**src/rtl/pulse_interval_gen.sv**
```systemverilog
// Purpose : programmable interval pulse generator; a prescaler makes a 1 s tick,
//           a seconds counter fires pulse_out every N ticks (N loadable, reset 5).
// Latency : all outputs are registered; tick/pulse assert in the cycle after the
//           prescaler wrap edge. There is no backpressure; strobes are fire-and-forget.
//
// Ports:
//   clk            system clock, rising edge
//   reset_n        asynchronous active-low reset
//   enable         level: 1 = run, 0 = idle with counters cleared
//   interval_load  one-cycle strobe sampling interval_secs (0 is treated as 1)
//   interval_secs  requested interval in seconds
//   pulse_out      one-cycle strobe at the end of each interval
//   tick_1s        one-cycle strobe on every prescaler wrap
//   sec_count      seconds elapsed in the current interval
//   running        high while the FSM is in RUN
//
// Build option: PULSE_GEN_FAST_SIM_EN forces the prescaler divisor to 4 so
// simulations see a tick every 4 cycles; otherwise the divisor is DIV.

module pulse_interval_gen #(
  parameter int DIV          = 100_000_000,
  parameter int SEC_W        = 8,
  parameter int DEFAULT_SECS = 5
) (
  input  logic             clk,
  input  logic             reset_n,
  input  logic             enable,
  input  logic             interval_load,
  input  logic [SEC_W-1:0] interval_secs,
  output logic             pulse_out,
  output logic             tick_1s,
  output logic [SEC_W-1:0] sec_count,
  output logic             running
);

`ifdef PULSE_GEN_FAST_SIM_EN
  localparam int EFF_DIV = 4;
`else
  localparam int EFF_DIV = DIV;
`endif

  localparam int PRE_W = (EFF_DIV > 1) ? $clog2(EFF_DIV) : 1;

  localparam logic [PRE_W-1:0] PRE_MAX   = PRE_W'(EFF_DIV - 1);
  localparam logic [PRE_W-1:0] PRE_ZERO  = '0;
  localparam logic [PRE_W-1:0] PRE_ONE   = PRE_W'(1);
  localparam logic [SEC_W-1:0] SEC_ZERO  = '0;
  localparam logic [SEC_W-1:0] SEC_ONE   = SEC_W'(1);
  localparam logic [SEC_W-1:0] SEC_RESET = SEC_W'(DEFAULT_SECS);

  localparam logic ST_IDLE = 1'b0;
  localparam logic ST_RUN  = 1'b1;

  logic             state;
  logic [PRE_W-1:0] prescale;
  logic [SEC_W-1:0] active_interval;
  logic [SEC_W-1:0] pending_interval;
  logic             pending_vld;

  logic [SEC_W-1:0] load_val;
  logic             pre_wrap;
  logic             sec_last;

  // A zero interval would never terminate; treat it as one second.
  assign load_val = (interval_secs == SEC_ZERO) ? SEC_ONE : interval_secs;
  assign pre_wrap = (prescale == PRE_MAX);
  // active_interval only changes while sec_count is 0, so >= is equivalent
  // to == in normal operation and keeps the counter bounded regardless.
  assign sec_last = (sec_count >= (active_interval - SEC_ONE));

  assign running = (state == ST_RUN);

  always_ff @(posedge clk or negedge reset_n) begin
    if (!reset_n) begin
      state            <= ST_IDLE;
      prescale         <= PRE_ZERO;
      sec_count        <= SEC_ZERO;
      pulse_out        <= 1'b0;
      tick_1s          <= 1'b0;
      active_interval  <= SEC_RESET;
      pending_interval <= SEC_RESET;
      pending_vld      <= 1'b0;
    end else begin
      pulse_out <= 1'b0;
      tick_1s   <= 1'b0;
      case (state)
        ST_IDLE: begin
          prescale    <= PRE_ZERO;
          sec_count   <= SEC_ZERO;
          pending_vld <= 1'b0;
          if (interval_load) begin
            active_interval  <= load_val;
            pending_interval <= load_val;
          end
          if (enable) begin
            state <= ST_RUN;
          end
        end

        default: begin
          if (!enable) begin
            // Leaving RUN abandons the current interval, so there is nothing
            // to protect: a same-edge load wins, else a pending value lands.
            state       <= ST_IDLE;
            prescale    <= PRE_ZERO;
            sec_count   <= SEC_ZERO;
            pending_vld <= 1'b0;
            if (interval_load) begin
              active_interval <= load_val;
            end else if (pending_vld) begin
              active_interval <= pending_interval;
            end
          end else begin
            // Loads during RUN are parked until the interval completes;
            // a later load simply overwrites the parked value.
            if (interval_load) begin
              pending_interval <= load_val;
              pending_vld      <= 1'b1;
            end
            if (pre_wrap) begin
              prescale <= PRE_ZERO;
              tick_1s  <= 1'b1;
              if (sec_last) begin
                sec_count <= SEC_ZERO;
                pulse_out <= 1'b1;
                // Interval boundary: apply the newest requested value.
                if (interval_load) begin
                  active_interval <= load_val;
                  pending_vld     <= 1'b0;
                end else if (pending_vld) begin
                  active_interval <= pending_interval;
                  pending_vld     <= 1'b0;
                end
              end else begin
                sec_count <= sec_count + SEC_ONE;
              end
            end else begin
              prescale <= prescale + PRE_ONE;
            end
          end
        end
      endcase
    end
  end

endmodule

```
**config.mk**
```make
export PLATFORM = sky130hd
export DESIGN_NAME = pulse_interval_gen
export DESIGN_NICKNAME = d
export VERILOG_FILES = /design/src/rtl/pulse_interval_gen.sv
export SDC_FILE = /design/constraint.sdc
export NUM_CORES = 1
export LEC_CHECK = 0
export CORE_MARGIN = 5
export CORE_UTILIZATION = 50
export DETAILED_ROUTE_END_ITERATION = 10
export PLACE_DENSITY = 0.72
export SLEW_MARGIN = 20
export SYNTH_ARGS = -nofsm -noshare
export SYNTH_HDL_FRONTEND = slang
export SYNTH_SLANG_ARGS = --single-unit
export TNS_END_PERCENT = 50
```
**constraint.sdc**
```tcl
create_clock -name clk -period 2.56 [get_ports clk]
set_input_delay 0.768 -clock clk [delete_from_list [all_inputs] [get_ports clk]]
set_output_delay 0.768 -clock clk [all_outputs]
set_load 0.02 [all_outputs]
```
==> metrics.md, run 1 <==
| Metric | Value |
|---|---|
| Status | `complete, but fails checks` |
| Failing checks | `setup timing` |
| Post-synthesis sequential area ratio | `between 40% and 50%` |
| Final Hold Viols | `0` |
| RSZ-0062 raised after global routing | `true` |
| GP Congestion | `0.860` |
| Die width | `89.6 µm` |
| Area grow syn2layout | `21.7%` |
| Initial antenna violation count | `0` |
| Worst reg2reg setup slack | `-0.06 ns` |
| Avg Inst Size Synth | `around 9.5 µm²` |
| Largest net degree at the start of global routing | `35` |
| Tmin final | `2.62 ns` |
| Post-synth ARST share | `100%` |
| Slew Limit Fails | `0` |
| Clock Skews | `between 0.01 and 0.015 ns` |
| Worst r2r path cells | `11` |
| Clock Pin Slew Worst Setup and Hold Paths | `0.10 ns` |
| Nets | `398` |
| Layout cells sized above 1 | `18.4%` |
| Pwr Density | `517 nW/µm²` |
| Slew HR | `62.6%` |
| HPWL after DPL | `a little under 5000 µm` |
| First-pass GRT wire length | `between 10000 and 15000 µm` |
| Post-Layout Cell Count | `453` |
| # IOs | `23` |
| Ant. Diodes | `0` |
| Drt via density | `5.84` |
| Worst R2R Start | `active_interval[0]` |
| Final wirelength | `7490 µm` |
| Final period utilization | `102%` |
| Placement row count | `29` |
| Mapped Cells | `334` |
| Worst Setup Start Kind | `flop` |
| Total congestion overflow | `0` |
| RR Endpoint | `sec_count[3]` |
| Category of the most critical setup path | `reg -> reg` |
| Synthesized net count | `between 300 and 400` |
| Max H-tree Level | `2` |
| DRT iter0 DRCs | `193` |
| Minimum hold slack | `0.442 ns` |
| Maximum fanout along the worst path | `6` |
| Core area | `6240 µm²` |
| Chip Height | `89.6 µm` |
| Die Footprint | `8030 µm²` |
| Endpoints failing setup | `6` |
| MaxCap Viol Count | `0` |
| CTS buffer count | `5` |
| Fill cells | `between 500 and 600` |
| Vias in the first global route | `2481` |
| Initial core utilization | `50.7%` |
| DRT Pass-1 Iters | `4` |
| Min-delay worst type | `in -> async` |
| Worst Setup Slack, final | `-0.0557 ns` |
| Synth warn | `0` |
| Placed Cells | `438` |
| Worst-case clock buffer depth | `2` |
| Reg area | `~1400 µm²` |
| Peak supply drop | `266 µV` |
| Via Count | `approximately 2.6k` |
| TNS Setup | `-0.144 ns` |
| Crit. End Element | `flop` |
| Synth Flop Type | `dfrtp_1` |
| Synth Register Bits | `55` |
| CTS root buffer | `clkbuf_8` |
| Buffers on Ports | `22` |
| Pleak | `1.63 nW` |
| Actual slew at the worst max-slew pin | `approximately 0.56 ns` |
| # clock sinks | `55` |
| Wire per inst | `16.5 µm` |
| Mapped cell area | `approximately 3200 µm²` |
| CTS tree | `yes` |
| Global Route Usage Sum | `a little under a fifth` |
| Hold_buf cts | `0` |
| Post-route DRC violation count | `0` |
| Post-synth cell types | `47` |
| Required time of the worst setup path | `roughly 2.8 ns` |
| Antenna viol nets, final | `0` |
| Crit path DAT | `2.86 ns` |
| Area of the multi-input gates | `approximately 1800 µm²` |
| Fmax | `0.382 GHz` |
| Clk_lat worst skew | `0.31 ns` |
| Post-synth EDFFs | `0` |
## metrics by stage
stage	util [%]	instance area, µm²	total power, mW	worst slack [ns]
global route	61.8	3850	2.09	-0.146
detailed placement	57.2	3570	1.27	0.0124
CTS	59.7	3730	1.95	0.00889
floorplan	-	3170	1.15	0.0757
finish	61.8	3850	1.99	-0.0557
global placement	57.2	3570	1.26	0.0631
## final cells by class
class | count | area share [%]
inverters | 7 | 0.747
flip-flops and latches | 55 | 35.8
repair buffers | 46 | 10.6
clock inverters | 2 | 1.56
multi-input cells | 260 | 46.8
well taps | 77 | 2.50
clock buffers | 6 | 1.88
## cells in the final DEF, fill, tap and decap left out, drive strengths merged, types with 2 or more instances in the layout
cell type | netlist | final
a21oi | 10 | 10
o21ai | 7 | 7
xor2 | 19 | 19
a211oi | 2 | 2
xnor2 | 11 | 11
nor2 | 51 | 51
nor3 | 9 | 9
a221oi | 7 | 7
nand4 | 19 | 19
and3 | 13 | 13
mux2 | 7 | 7
and2 | 5 | 5
nand3 | 20 | 20
ha | 11 | 11
inv | 7 | 7
clkbuf | 7 | 6
dfstp | 4 | 4
nor4b | 2 | 2
a21o | 2 | 2
a22oi | 4 | 4
mux2i | 7 | 7
clkdlybuf4s50 | 0 | 21
nand2 | 28 | 28
bufinv | 0 | 2
nor4 | 7 | 7
or4 | 4 | 4
and4 | 2 | 2
dfrtp | 51 | 51
buf | 5 | 25
or2 | 2 | 2
## cell usage after synthesis (9+ instances only)
library cell / number / share of area (%)
nand3_1: 20 / 3.2
dfrtp_1: 51 / 40
nor3_1: 9 / 1.4
xnor2_1: 11 / 3.0
a21oi_1: 10 / 1.6
nor2_1: 50 / 5.9
and3_1: 13 / 2.6
ha_1: 11 / 4.3
nand4_1: 18 / 3.6
nand2_1: 27 / 3.2
xor2_1: 19 / 5.3
## worst max path at each step
stage / from / end / slack (ns) / cells past startpoint
finish: active_interval[0] / sec_count[3] / -0.06 / 11
global route: active_interval[0] / sec_count[6] / -0.15 / 11
CTS: active_interval[0] / active_interval[0] / 0.009 / 12
detailed placement: active_interval[0] / sec_count[3] / 0.01 / 10
global placement: active_interval[0] / sec_count[6] / 0.06 / 11
floorplan: active_interval[0] / active_interval[0] / 0.08 / 12
## registers in the layout (all words and copies together), names as in the netlist
signal,flops
prescale,27
active_interval,8
pending_interval,8
sec_count,8
pending_vld,1
pulse_out,1
running,1
tick_1s,1
## power by group
part	leakage, nW	internal (mW)	switching, mW
sequential	0.725	0.918	0.0442
clock	0.0654	0.391	0.279
combinational	0.836	0.174	0.189
total	1.63	1.48	0.512
## worst max-delay path: stages (launching register included)
cell and delay (ns):
dfstp_2 0.57, inv_4 0.05, ha_4 0.17, nand2_4 0.07
nor3_2 0.05, xnor2_1 0.23, ha_1 0.31, a41oi_2 0.24
a21oi_2 0.07, a21o_4 0.23, or4_1 0.43, a21oi_2 0.13
## what timing repair did
item / 4_1_cts / 5_1_grt
resized for setup: 4 / 23
gates cloned: 1 / 1
pin swaps: 1 / 14
setup endpoints to repair: 4 / 17
setup buffers: 1 / 4
## layer usage
layer	vias up	wire, µm	share of wire [%]	track usage [%]
met3	5	321	4.3	3.47
li1	1292	-	-	-
met1	1287	3370	45	27.1
met2	63	3740	50	30.3
met4	0	61	0.81	4.74
met5	-	0	0	0
## cells by family (layout without fill, tap and decap cells)
logic type,Yosys count,in the layout,synth area share (%)
AO/OA/AOI/OAI,37,37,7.94
multiplexers,14,14,4.70
AND/OR/NAND/NOR,168,168,28.7
adder cells (fa/ha/maj),11,11,4.35
buffers and inverters,19,61,2.41
XOR/XNOR,30,30,8.30
flip-flops,55,55,43.6
Power figures use the tool's default switching activity.
==> run 2, diff against run 1 <==
--- a/config.mk
+++ b/config.mk
@@ -8,7 +8,7 @@
 export CORE_MARGIN = 5
 export CORE_UTILIZATION = 50
 export DETAILED_ROUTE_END_ITERATION = 10
-export PLACE_DENSITY = 0.72
+export PLACE_DENSITY = 0.7
 export SLEW_MARGIN = 20
 export SYNTH_ARGS = -nofsm -noshare
 export SYNTH_HDL_FRONTEND = slang
==> constraint.sdc (replaced) <==
create_clock -name clk -period 3.1 [get_ports clk]
set_input_delay 0.93 -clock clk [delete_from_list [all_inputs] [get_ports clk]]
set_output_delay 0.93 -clock clk [all_outputs]
set_load 0.02 [all_outputs]
==> run 2 against run 1 <==
  * The run now ends clean
  * Largest power group unchanged
  * Global-route usage fell by 0.42 points
  * Sequential power shrank 18%
  * Via count down 2.1%
  * Worst hold slack improved by 0.074 ns
  * Maximum frequency shrank 6.2%
==> metrics.md, run 2 (synthesized netlist as in run 1, its figures left out) <==
| Metric | Value |
|---|---|
| Status | `complete, no violations` |
| Global Route met3 Usage | `3.01%` |
| RR Endpoint | `sec_count[4]` |
| GP Congestion | `0.870` |
| Chip Height | `89.6 µm` |
| Post-route DRC violation count | `0` |
| DP Worst Slack | `0.301 ns` |
| Area grow syn2layout | `12.8%` |
| # IOs | `23` |
| Slew Limit Fails | `0` |
| Tmin final | `2.79 ns` |
| Commonest non-fill, non-tap cell in the layout | `dfrtp_1` |
| TNS Setup | `0 ns` |
| Buffers on Ports | `22` |
| Clock Skews | `slightly above 0.008 ns` |
| Maximum fanout along the worst path | `15` |
| RSZ-0062 raised after global routing | `false` |
| Largest net degree at the start of global routing | `28` |
| Global Route Usage Sum | `between 10% and 20%` |
| First-pass GRT wire length | `11700 µm` |
| Worst-case clock buffer depth | `2` |
| Initial antenna violation count | `0` |
| Endpoints failing setup | `0` |
| CTS resizes | `0` |
| Minimum hold slack | `0.516 ns` |
| Layout cells sized above 1 | `9.72%` |
| Vias in the first global route | `2442` |
| # clock sinks | `55` |
| Total congestion overflow | `0` |
| Final period utilization | `roughly nine tenths` |
| Min-delay worst type | `reg -> reg` |
| Initial core utilization | `50.7%` |
| Worst Setup Slack, final | `0.312 ns` |
| Crit path DAT | `3.03 ns` |
| Pleak | `1.50 nW` |
| Max H-tree Level | `2` |
| Ant. Diodes | `0` |
| CTS tree | `yes` |
| Crit. End Element | `flop` |
| Global route hottest layer | `met2` |
| CTS buffer count | `5` |
| CTS root buffer | `clkbuf_8` |
| DRT iter0 DRCs | `191` |
| Die Footprint | `8030 µm²` |
| Hold EP | `prescale[0]` |
| Nets | `382` |
| Core area | `6240 µm²` |
| Antenna viol nets, final | `0` |
| Required time of the worst setup path | `3.34 ns` |
| Clk_lat worst skew | `0.31 ns` |
| Pwr Density | `about 400 nW/µm²` |
| Fill cells | `578` |
| Placement row count | `29` |
| Peak supply drop | `291 µV` |
| Worst r2r path cells | `10` |
| Final Hold Viols | `0` |
| Via Count | `roughly 2.6k` |
| GR Util met1 | `26.5%` |
| MaxCap Viol Count | `0` |
| Drt via density | `roughly 5.9` |
| Setup bufs post-CTS | `0` |
| Worst reg2reg setup slack | `0.31 ns` |
| Hold_buf cts | `0` |
| Clock Pin Slew Worst Setup and Hold Paths | `~0.1 ns` |
| Category of the most critical setup path | `reg -> reg` |
| Fmax | `0.359 GHz` |
| Wire per inst | `15.9 µm` |
| Biggest register | `prescale` |
| Max FFs per register | `27` |
| DRT Pass-1 Iters | `4` |
| Final wirelength | `6930 µm` |
| Worst R2R Start | `active_interval[0]` |
| Slew HR | `57.3%` |
| Most frequent cells in the layout | `51 x dfrtp_1, 50 x nor2_1, 27 x nand2_1` |
| Die width | `about 90 µm` |
| Hold Path Depth | `1` |
| Actual slew at the worst max-slew pin | `0.641 ns` |
| Worst Setup Start Kind | `flop` |
| Min-delay src | `prescale[0]` |
| Met2 Use GR | `30.1%` |
| HPWL after DPL | `around 5000 µm` |
==> run 2: cell types whose count changed in the layout (fill, tap and decap cells not counted), sizes merged <==
| cell | before | now |
|---|---|---|
| bufinv | 2 | 0 |
| buf | 25 | 9 |
| clkinv | 0 | 1 |
| clkinvlp | 0 | 1 |
==> run 2: how the worst max path moves through the flow <==
stage | startpoint | to | slack (ns)
after floorplan | active_interval[0] | active_interval[0] | 0.62
after global placement | active_interval[0] | sec_count[4] | 0.39
after detailed placement | active_interval[0] | sec_count[4] | 0.30
after CTS | active_interval[0] | sec_count[4] | 0.30
after global routing | active_interval[0] | sec_count[4] | 0.06
final | active_interval[0] | sec_count[4] | 0.31
==> run 2: final cells by class <==
cell class                      instances  area (µm²)  share of cell area (%)
Sequential cell                        55        1380                    38.7
Multi-Input combinational cell        260        1710                    47.8
Clock buffer                            6        72.6                    2.03
Clock inverter                          2        12.5                   0.350
Timing Repair Buffer                   30         275                    7.70
Tap cell                               77        96.3                    2.70
Inverter                                7        26.3                   0.735
==> run 2: worst max-delay path: stages, from the launching register on <==
cell and delay (ns):
dfstp_2 0.54, inv_1 0.07, ha_1 0.23, nand2_1 0.09, xor2_1 0.17, ha_1 0.25
a41oi_1 0.22, a21oi_1 0.10, a21o_1 0.38, or4_1 0.53, a21oi_1 0.15
==> run 2: routing by layer <==
layer  up-vias  routed length [µm]
li1       1258                   -
met1      1280                3220
met2        50                3360
met3         4                 296
met4         0                  49
met5         -                   0
==> run 2: per-stage QoR <==
step / power, mW / utilization, % / instances / area, µm²
floorplan: 0.948 / - / 334 / 3170
global placement: 1.02 / 55.9 / 429 / 3490
detailed placement: 1.03 / 55.9 / 429 / 3490
CTS: 1.42 / 57.3 / 437 / 3570
global route: 1.49 / 57.3 / 437 / 3570
finish: 1.41 / 57.3 / 437 / 3570
==> run 2: report_power, final <==
group,internal [mW],switching (mW)
Sequential,0.758,0.0340
Combinational,0.104,0.120
Clock,0.159,0.235
Total,1.02,0.389
